File: config.mk
export PLATFORM = sky130hd
export DESIGN_NAME = cmos_frame_window
export DESIGN_NICKNAME = d
export VERILOG_FILES = /design/src/rtl/cmos_frame_window.sv
export SDC_FILE = /design/constraint.sdc
export NUM_CORES = 1
export LEC_CHECK = 0
export ABC_AREA = 1
export CAP_MARGIN = 15
export CELL_PAD_IN_SITES_DETAIL_PLACEMENT = 1
export CELL_PAD_IN_SITES_GLOBAL_PLACEMENT = 1
export CORE_MARGIN = 5
export CORE_UTILIZATION = 36
export DETAILED_ROUTE_END_ITERATION = 8
export PLACE_DENSITY = 0.74
export REMOVE_ABC_BUFFERS = 1
export SETUP_SLACK_MARGIN = 0.15
export SLEW_MARGIN = 5
export SYNTH_ARGS = -nofsm -noshare
export SYNTH_HDL_FRONTEND = slang
export SYNTH_SLANG_ARGS = --single-unit
export TNS_END_PERCENT = 20
File: constraint.sdc
create_clock -name pclk -period 1.3 [get_ports pclk]
set_input_delay 0.26 -clock pclk [delete_from_list [all_inputs] [get_ports pclk]]
set_output_delay 0.26 -clock pclk [all_outputs]
set_load 0.005 [all_outputs]
File: src/rtl/cmos_frame_window.sv
// Frame gate and crop window for the OV5640 capture path: drops the settling
// frames after reset, gates capture per frame and crops RGB565 pixels to a window.
module cmos_frame_window #(
    parameter int H_START     = 0,
    parameter int V_START     = 0,
    parameter int H_ACTIVE    = 480,
    parameter int V_ACTIVE    = 272,
    parameter int SKIP_FRAMES = 10,
    parameter int CNT_W       = 12
) (
    input  logic        pclk,
    input  logic        rst_n,
    input  logic        vsync_i,
    input  logic        de_i,
    input  logic [15:0] pdata_i,
    input  logic        enable_i,
    output logic [15:0] pdata_o,
    output logic        de_o,
    output logic        frame_start_o,
    output logic        frame_end_o,
    output logic        frame_err_o,
    output logic        skip_done_o
);

    localparam int SKIP_W = (SKIP_FRAMES > 0) ? $clog2(SKIP_FRAMES + 1) : 1;
    localparam logic [SKIP_W-1:0] SKIP_N = SKIP_W'(SKIP_FRAMES);

    // Window bounds carry one extra bit so START+ACTIVE cannot wrap.
    localparam logic [CNT_W:0] X_LO   = (CNT_W+1)'(H_START);
    localparam logic [CNT_W:0] X_HI   = (CNT_W+1)'(H_START + H_ACTIVE);
    localparam logic [CNT_W:0] X_LAST = (CNT_W+1)'(H_START + H_ACTIVE - 1);
    localparam logic [CNT_W:0] Y_LO   = (CNT_W+1)'(V_START);
    localparam logic [CNT_W:0] Y_HI   = (CNT_W+1)'(V_START + V_ACTIVE);
    localparam logic [CNT_W:0] Y_LAST = (CNT_W+1)'(V_START + V_ACTIVE - 1);

    function automatic logic [CNT_W-1:0] sat_inc(input logic [CNT_W-1:0] v);
        return (v == {CNT_W{1'b1}}) ? v : v + CNT_W'(1);
    endfunction

    logic              vsync_d;
    logic              de_d;
    logic              frame_pass;
    logic              done;
    logic [CNT_W-1:0]  x;
    logic [CNT_W-1:0]  y;
    logic [SKIP_W-1:0] skip_cnt;

    logic              vs_rise;
    logic              de_v;
    logic [CNT_W:0]    x_w;
    logic [CNT_W:0]    y_w;
    logic              in_win;
    logic              hit;
    logic              at_first;
    logic              at_last;

    always_comb begin
        vs_rise  = vsync_i & ~vsync_d;
        // Pixels during vsync are ignored entirely, including for line counting.
        de_v     = de_i & ~vsync_i;
        x_w      = {1'b0, x};
        y_w      = {1'b0, y};
        in_win   = (x_w >= X_LO) && (x_w < X_HI) && (y_w >= Y_LO) && (y_w < Y_HI);
        hit      = de_v & in_win & frame_pass;
        at_first = (x_w == X_LO) && (y_w == Y_LO);
        at_last  = (x_w == X_LAST) && (y_w == Y_LAST);
    end

    assign skip_done_o = (skip_cnt == SKIP_N);

    // Stage 0: frame bookkeeping and pixel position counters
    always_ff @(posedge pclk or negedge rst_n) begin
        if (!rst_n) begin
            vsync_d    <= 1'b0;
            de_d       <= 1'b0;
            x          <= '0;
            y          <= '0;
            skip_cnt   <= '0;
            frame_pass <= 1'b0;
            done       <= 1'b0;
        end else begin
            vsync_d <= vsync_i;
            de_d    <= de_v;
            if (vs_rise) begin
                if (skip_cnt < SKIP_N) begin
                    skip_cnt   <= skip_cnt + SKIP_W'(1);
                    frame_pass <= 1'b0;
                end else begin
                    frame_pass <= enable_i;
                end
                x    <= '0;
                y    <= '0;
                done <= 1'b0;
            end else begin
                x <= de_v ? sat_inc(x) : '0;
                if (de_d & ~de_v)
                    y <= sat_inc(y);
                if (hit & at_last)
                    done <= 1'b1;
            end
        end
    end

    // Stage 1: registered window outputs, one pclk behind the input pixel
    always_ff @(posedge pclk or negedge rst_n) begin
        if (!rst_n) begin
            pdata_o       <= '0;
            de_o          <= 1'b0;
            frame_start_o <= 1'b0;
            frame_end_o   <= 1'b0;
            frame_err_o   <= 1'b0;
        end else begin
            de_o          <= hit;
            frame_start_o <= hit & at_first;
            frame_end_o   <= hit & at_last;
            if (hit)
                pdata_o <= pdata_i;
            if (vs_rise & frame_pass & ~done)
                frame_err_o <= 1'b1;
        end
    end

endmodule

==> impl_metrics.py, run 1 <==
metrics = {
    "yosys": {
        "synth.cell_area_um2": 2730,
        "synth_flop_cell": "dfrtp_1",
        "seq_area_frac_synth_pct": 47.8,
        "synth.top_cell.area_share_pct": 47.8,
        "synth_area_per_cell_um2": 7.85,
        "ys_ff_latch": 52,
        "synth_top_cells_by_area": "dfrtp_1, nand2_1, nand3_1",
        "synthDistinctLibCells": 27,
        "ys_top_cells_by_count": "nand2_1, dfrtp_1, inv_1, nand3_1, nor2_1",
        "synth_edf_count": 0,
        "yosysTopAreaCell": "dfrtp_1",
        "syn_inst": 347,
        "synthArstFlopShare_pct": 100,
        "synthMostInstantiatedCell": "nand2_1",
        "yosys_warnings": 0,
    },
    "timing": {
        "period_needed_ns": 1.49,
        "max_freq_mhz": 673,
        "fin_crit_sh_pct": 114,
        "rsz0062_at_grt": "yes",
        "final-max-slew-violation-count": 0,
        "final.setup.worst_slack_ns": -0.185,
        "setup-violations-final": 41,
        "finalHoldViolations": 0,
        "worstMarginPinSlew_ns": 0.376,
        "whs_ns": 0.217,
        "relSlewSlack_pct": 74.7,
        "finalClockSkew_ns": 0.00594,
    },
    "route": {
        "drt_iter0_drc": 105,
        "routedWlPerCell_um": 17.3,
        "ant_nets": 0,
        "via_count": 2831,
        "drcViolationCount": 0,
        "finalWirelength_um": 9800,
        "drt_pass1_iterations": 5,
        "avgViaCountPerCell": 5.00,
    },
    "cts": {
        "clock-sinks": 52,
        "path_clk_slew_ns": 0.10,
        "cts_root_buffer": "clkbuf_8",
        "cts_max_level": 2,
        "clk_latency_ns": 0.31,
        "cts_tree": "yes",
        "cts_buffers": 5,
        "cts_buffer_depth": 2,
    },
    "finish": {
        "diodes": 0,
        "postLayoutCoreUtil_pct": 57.6,
        "area_delta_synth_final_pct": 55.1,
        "final_nets": 493,
        "stdcell_area_um2": 4230,
        "drive_gt1_share_pct": 42.2,
    },
    "floorplanning": {
        "core_area_um2": 7330,
        "start_util_pct": 37.2,
        "die_h_um": 97.0,
        "die_x_um": 97.0,
        "fp.dieArea_um2": 9410,
        "fp-row-count": 31,
        "io_pins": 42,
    },
    "run": {
        "cap_violations": 0,
    },
    "placed_design": {
        "portBuffers": 41,
        "dpl_cell_area_um2": 3740,
        "hpwl_um": 6230,
        "gp_congestion": 0.804,
        "dp_slack_ns": -0.605,
    },
    "global_routing": {
        "grt_max_degree": 53,
        "grt_pass1_vias": 3084,
        "antenna_found_initial": 0,
        "grtUsageMet1_pct": 24.6,
        "grt_pass1_wl_um": 15500,
        "gr-usage-all-layers_pct": 19.9,
        "met3_usage_pct": 4.17,
        "met2_usage_pct": 35.8,
        "top_usage_layer": "met2",
        "grt.overflow.total": 0,
    },
    "power_and_ir_drop": {
        "p_per_area_nw_per_um2": 1180,
        "power_mw": 5.00,
        "p_leak_nw": 2.13,
        "vdd_ir_drop_max_uv": 807,
    },
    "critical_path": {
        "worst_setup_path_end_kind": "flop",
        "start_kind": "flop",
        "critical_path_class": "flop to flop",
        "cpMaxStageDelayCell": "dfrtp_1",
        "cpPeakStageDelay_ns": 0.40,
        "arrival_ns": 1.72,
        "crit_path_cell_trace": "buf_6, ha_4, nand2_4, buf_6, inv_4, nand2_4, nor3_2, nand4_1, nor2_2",
        "critical-path-top-delay-family": "simple AND/OR/NAND/NOR gates",
        "required_ns": 1.54,
        "path_buf_inv": 3,
        "worstPathMaxFanout": 3,
    },
    "status": {
        "violations": "negative setup slack",
        "status": "finished, violations left",
    },
    "min_path": {
        "hold_path_class": "primary input to flop",
    },
}
## metrics by stage
step	cells	setup TNS (ns)
after detailed placement	547	-16.46
after CTS	564	-2.81
after floorplan	341	-0.223
after global placement	547	-14.17
after global routing	566	-7.01
final	566	-3.66
## cell type report
class / count / area, µm²
Timing Repair Buffer: 118 / 962
Fill cell: 870 / 3110
Inverter: 38 / 175
Tap cell: 99 / 124
Sequential cell: 52 / 1300
Clock inverter: 2 / 38.8
Clock buffer: 6 / 82.6
Multi-Input combinational cell: 251 / 1540
## cell families after synthesis
logic type / after synthesis / share of synthesized area, %
buffers and inverters: 44 / 7.12
XOR/XNOR: 4 / 1.29
flip-flops: 52 / 47.8
AO/OA/AOI/OAI: 18 / 3.81
adder cells (fa/ha/maj): 6 / 2.75
AND/OR/NAND/NOR: 223 / 37.3
## layer usage
metal  vias up  part of all wire, %
li1       1339                    -
met1      1415                   41
met2        68                   53
met3         9                  4.3
met4         0                  1.0
met5         -                    0
## layout by cell type, fill, tap and decap left out, types with 2 or more instances in the layout
cell type and count:
xor2_1 3, dlygate4sd2_1 4, nor3_2 3, nand2_4 9
nor2_4 8, o21ai_0 7, inv_1 17, buf_4 64
inv_2 14, ha_4 5, clkbuf_8 6, nor3_1 2
o21ai_2 3, buf_6 9, nand3_2 7, nand2_2 19
inv_4 4, clkdlybuf4s50_1 18, nor2_2 10, nand2_1 96
dfrtp_1 51, nand3_4 2, nand3_1 21, inv_6 2
o21ai_1 5, nand4_1 19, buf_12 3, buf_2 18
nor2_1 22
## state kept, by name, indices dropped and copies added (netlist names)
signal and count:
frame_pass 1, frame_end_o 1, frame_err_o 1, pdata_o 16
de_o 1, skip_cnt 4, x 12, done 1
frame_start_o 1, vsync_d 1, y 12, de_d 1
## timing repair
action	CTS	global route
hold buffers	1	0
pin swaps	29	20
setup endpoints to repair	68	55
setup buffers	8	3
gates resized for setup	143	44
hold endpoints to repair	52	0
## final timing paths
| path | to | start | slack (ns) | cells after the start |
|---|---|---|---|---|
| min in group asynchronous | y[10]$_DFFE_PN0P_ | rst_n | 0.47 | 3 |
| worst min register to register | pdata_o[15]$_DFFE_PN0P_ | pdata_o[15]$_DFFE_PN0P_ | 0.48 | 2 |
| worst min-delay path | vsync_d$_DFF_PN0_ | vsync_i | 0.22 | 1 |
| worst max-delay path | frame_end_o$_DFF_PN0_ | y[1]$_DFFE_PN0P_ | -0.19 | 9 |
| worst max register to register | frame_end_o$_DFF_PN0_ | y[1]$_DFFE_PN0P_ | -0.19 | 9 |
| max in group asynchronous | y[4]$_DFFE_PN0P_ | rst_n | 0.56 | 3 |
## report_power, final
| part | switching, mW | internal (mW) | total [mW] |
|---|---|---|---|
| sequential | 0.249 | 1.99 | 2.23 |
| combinational | 0.773 | 0.789 | 1.56 |
| clock | 0.573 | 0.631 | 1.20 |
| total | 1.60 | 3.41 | 5.00 |
Power figures use the tool's default switching activity.
==> inputs of run 2 (changes only) <==
Settings changed: SETUP_SLACK_MARGIN 0.15 to 0.05.
==> impl_metrics.py, run 2 (same netlist as run 1, synthesis figures left out) <==
metrics = {
    "timing": {
        "relSlewSlack_pct": 73.6,
        "max_freq_mhz": 680,
        "worstMarginPinSlew_ns": 0.392,
        "whs_ns": 0.230,
        "finalSetupTns_ns": -2.71,
        "finalHoldViolations": 0,
        "fin_crit_sh_pct": 113,
        "setup-violations-final": 46,
        "final-max-slew-violation-count": 0,
        "period_needed_ns": 1.47,
        "final.setup.worst_slack_ns": -0.171,
        "rsz0062_at_grt": "yes",
        "finalClockSkew_ns": 0.00922,
    },
    "critical_path": {
        "worst_setup_path_end_kind": "flop",
        "r2r_setup_slack_ns": -0.17,
        "required_ns": 1.54,
        "arrival_ns": 1.71,
        "reg2reg_depth": 8,
        "rr_startpoint": "y[1]$_DFFE_PN0P_",
        "start_kind": "flop",
        "worstPathMaxFanout": 2,
        "critical_path_class": "flop to flop",
        "r2r_end": "frame_start_o$_DFF_PN0_",
    },
    "status": {
        "status": "finished, violations left",
        "violations": "negative setup slack",
    },
    "finish": {
        "multiInputGateArea_um2": 1510,
        "fillCellCount": 866,
        "diodes": 0,
        "top_register": "pdata_o",
        "postLayoutCoreUtil_pct": 57.7,
        "area_delta_synth_final_pct": 55.3,
        "reg_top3": "pdata_o: 16 flops, x: 12 flops, y: 12 flops",
        "final_nets": 490,
        "layout_commonest_cell": "nand2_1",
        "drive_gt1_share_pct": 38.1,
        "instances_no_fill": 563,
        "ff_latch_area_um2": 1300,
        "final_cell_mix": "nand2_1, buf_4, dfrtp_1",
        "largest_register_ffs": 16,
    },
    "route": {
        "drt_pass1_iterations": 4,
        "drt_iter0_drc": 106,
        "avgViaCountPerCell": 5.01,
        "drcViolationCount": 0,
        "ant_nets": 0,
        "routedWlPerCell_um": 16.9,
        "finalWirelength_um": 9530,
        "via_count": 2818,
    },
    "min_path": {
        "hold_path_class": "primary input to flop",
        "hp-start": "vsync_i",
        "hold_path_depth": 1,
        "hold_end": "vsync_d$_DFF_PN0_",
    },
    "floorplanning": {
        "fp.dieArea_um2": 9410,
        "die_x_um": 97.0,
        "io_pins": 42,
        "start_util_pct": 37.2,
        "core_area_um2": 7330,
        "die_h_um": 97.0,
        "fp-row-count": 31,
    },
    "cts": {
        "cts_root_buffer": "clkbuf_8",
        "cts_tree": "yes",
        "path_clk_slew_ns": 0.11,
        "cts_buffer_depth": 2,
        "clk_latency_ns": 0.31,
        "cts_buffers": 5,
        "clock-sinks": 52,
        "cts_max_level": 2,
    },
    "power_and_ir_drop": {
        "power_mw": 5.01,
        "p_leak_nw": 2.12,
        "vdd_ir_drop_max_uv": 797,
        "p_per_area_nw_per_um2": 1180,
    },
    "run": {
        "cap_violations": 0,
    },
    "global_routing": {
        "grt_pass1_wl_um": 15000,
        "gr-usage-all-layers_pct": 19.2,
        "grt_max_degree": 53,
        "antenna_found_initial": 0,
        "grt.overflow.total": 0,
        "grt_pass1_vias": 3107,
    },
    "placed_design": {
        "gp_congestion": 0.804,
        "portBuffers": 41,
        "hpwl_um": 6230,
        "dpl.cell_count": 547,
    },
}
[run 2: cell count changes in the layout (fill, tap and decap cells not counted), moves of 2 or more]
cell | previous run | this run
buf_2 | 18 | 2
inv_4 | 4 | 2
buf_4 | 64 | 61
nand3_1 | 21 | 23
nand2_2 | 19 | 21
nand2_1 | 96 | 94
dlygate4sd2_1 | 4 | 12
inv_1 | 17 | 19
ha_4 | 5 | 3
clkdlybuf4s15_1 | 0 | 7
[run 2: routing by layer]
metal	share of wire, %	vias to the layer above	GRT usage, %
met5	0	-	0
met4	2.2	0	3.78
met3	4.2	17	4.39
met2	52	64	35.5
met1	42	1395	22.7
li1	-	1342	-
[run 2: cell type report]
class | count | share of cell area [%]
Multi-Input combinational cell | 251 | 35.6
Timing Repair Buffer | 115 | 23.7
Inverter | 38 | 4.02
Tap cell | 99 | 2.93
Clock inverter | 2 | 0.916
Clock buffer | 6 | 1.95
Sequential cell | 52 | 30.8
[run 2: timing repair]
action                                  CTS  global route
resized for setup                        92            49
buffers inserted                          4             5
hold endpoints to repair                 52             0
hold buffers                              1             0
endpoints found under the setup margin   68            63
pin swaps                                29            26
[run 2: worst max path at each step]
stage | startpoint | to | depth (start not counted)
finish | y[1]$_DFFE_PN0P_ | frame_start_o$_DFF_PN0_ | 8
global route | y[1]$_DFFE_PN0P_ | frame_start_o$_DFF_PN0_ | 8
CTS | skip_cnt[0]$_DFFE_PN0P_ | skip_done_o | 5
global placement | vsync_i | y[0]$_DFFE_PN0P_ | 9
floorplan | x[0]$_DFFE_PN0P_ | x[0]$_DFFE_PN0P_ | 8
detailed placement | vsync_i | y[1]$_DFFE_PN0P_ | 9
[run 2: worst max-delay path, cell delays in order (launching register included)]
cell     delay [ns]
dfrtp_1        0.44
buf_6          0.13
buf_6          0.12
inv_4          0.06
ha_4           0.13
nand2_2        0.05
nor3_2         0.20
nand4_1        0.14
nor2_2         0.13
[run 2: power breakdown]
part | switching, mW | internal (mW)
sequential | 0.241 | 1.99
combinational | 0.749 | 0.820
clock | 0.585 | 0.631
total | 1.58 | 3.44
[run 2: stage by stage]
stage,setup slack [ns],cell area (µm²)
2_1_floorplan,-0.101,2680
3_3_place_gp,-0.531,3740
3_5_place_dp,-0.605,3740
4_1_cts,-0.160,4050
5_1_grt,-0.238,4230
6_report,-0.171,4230
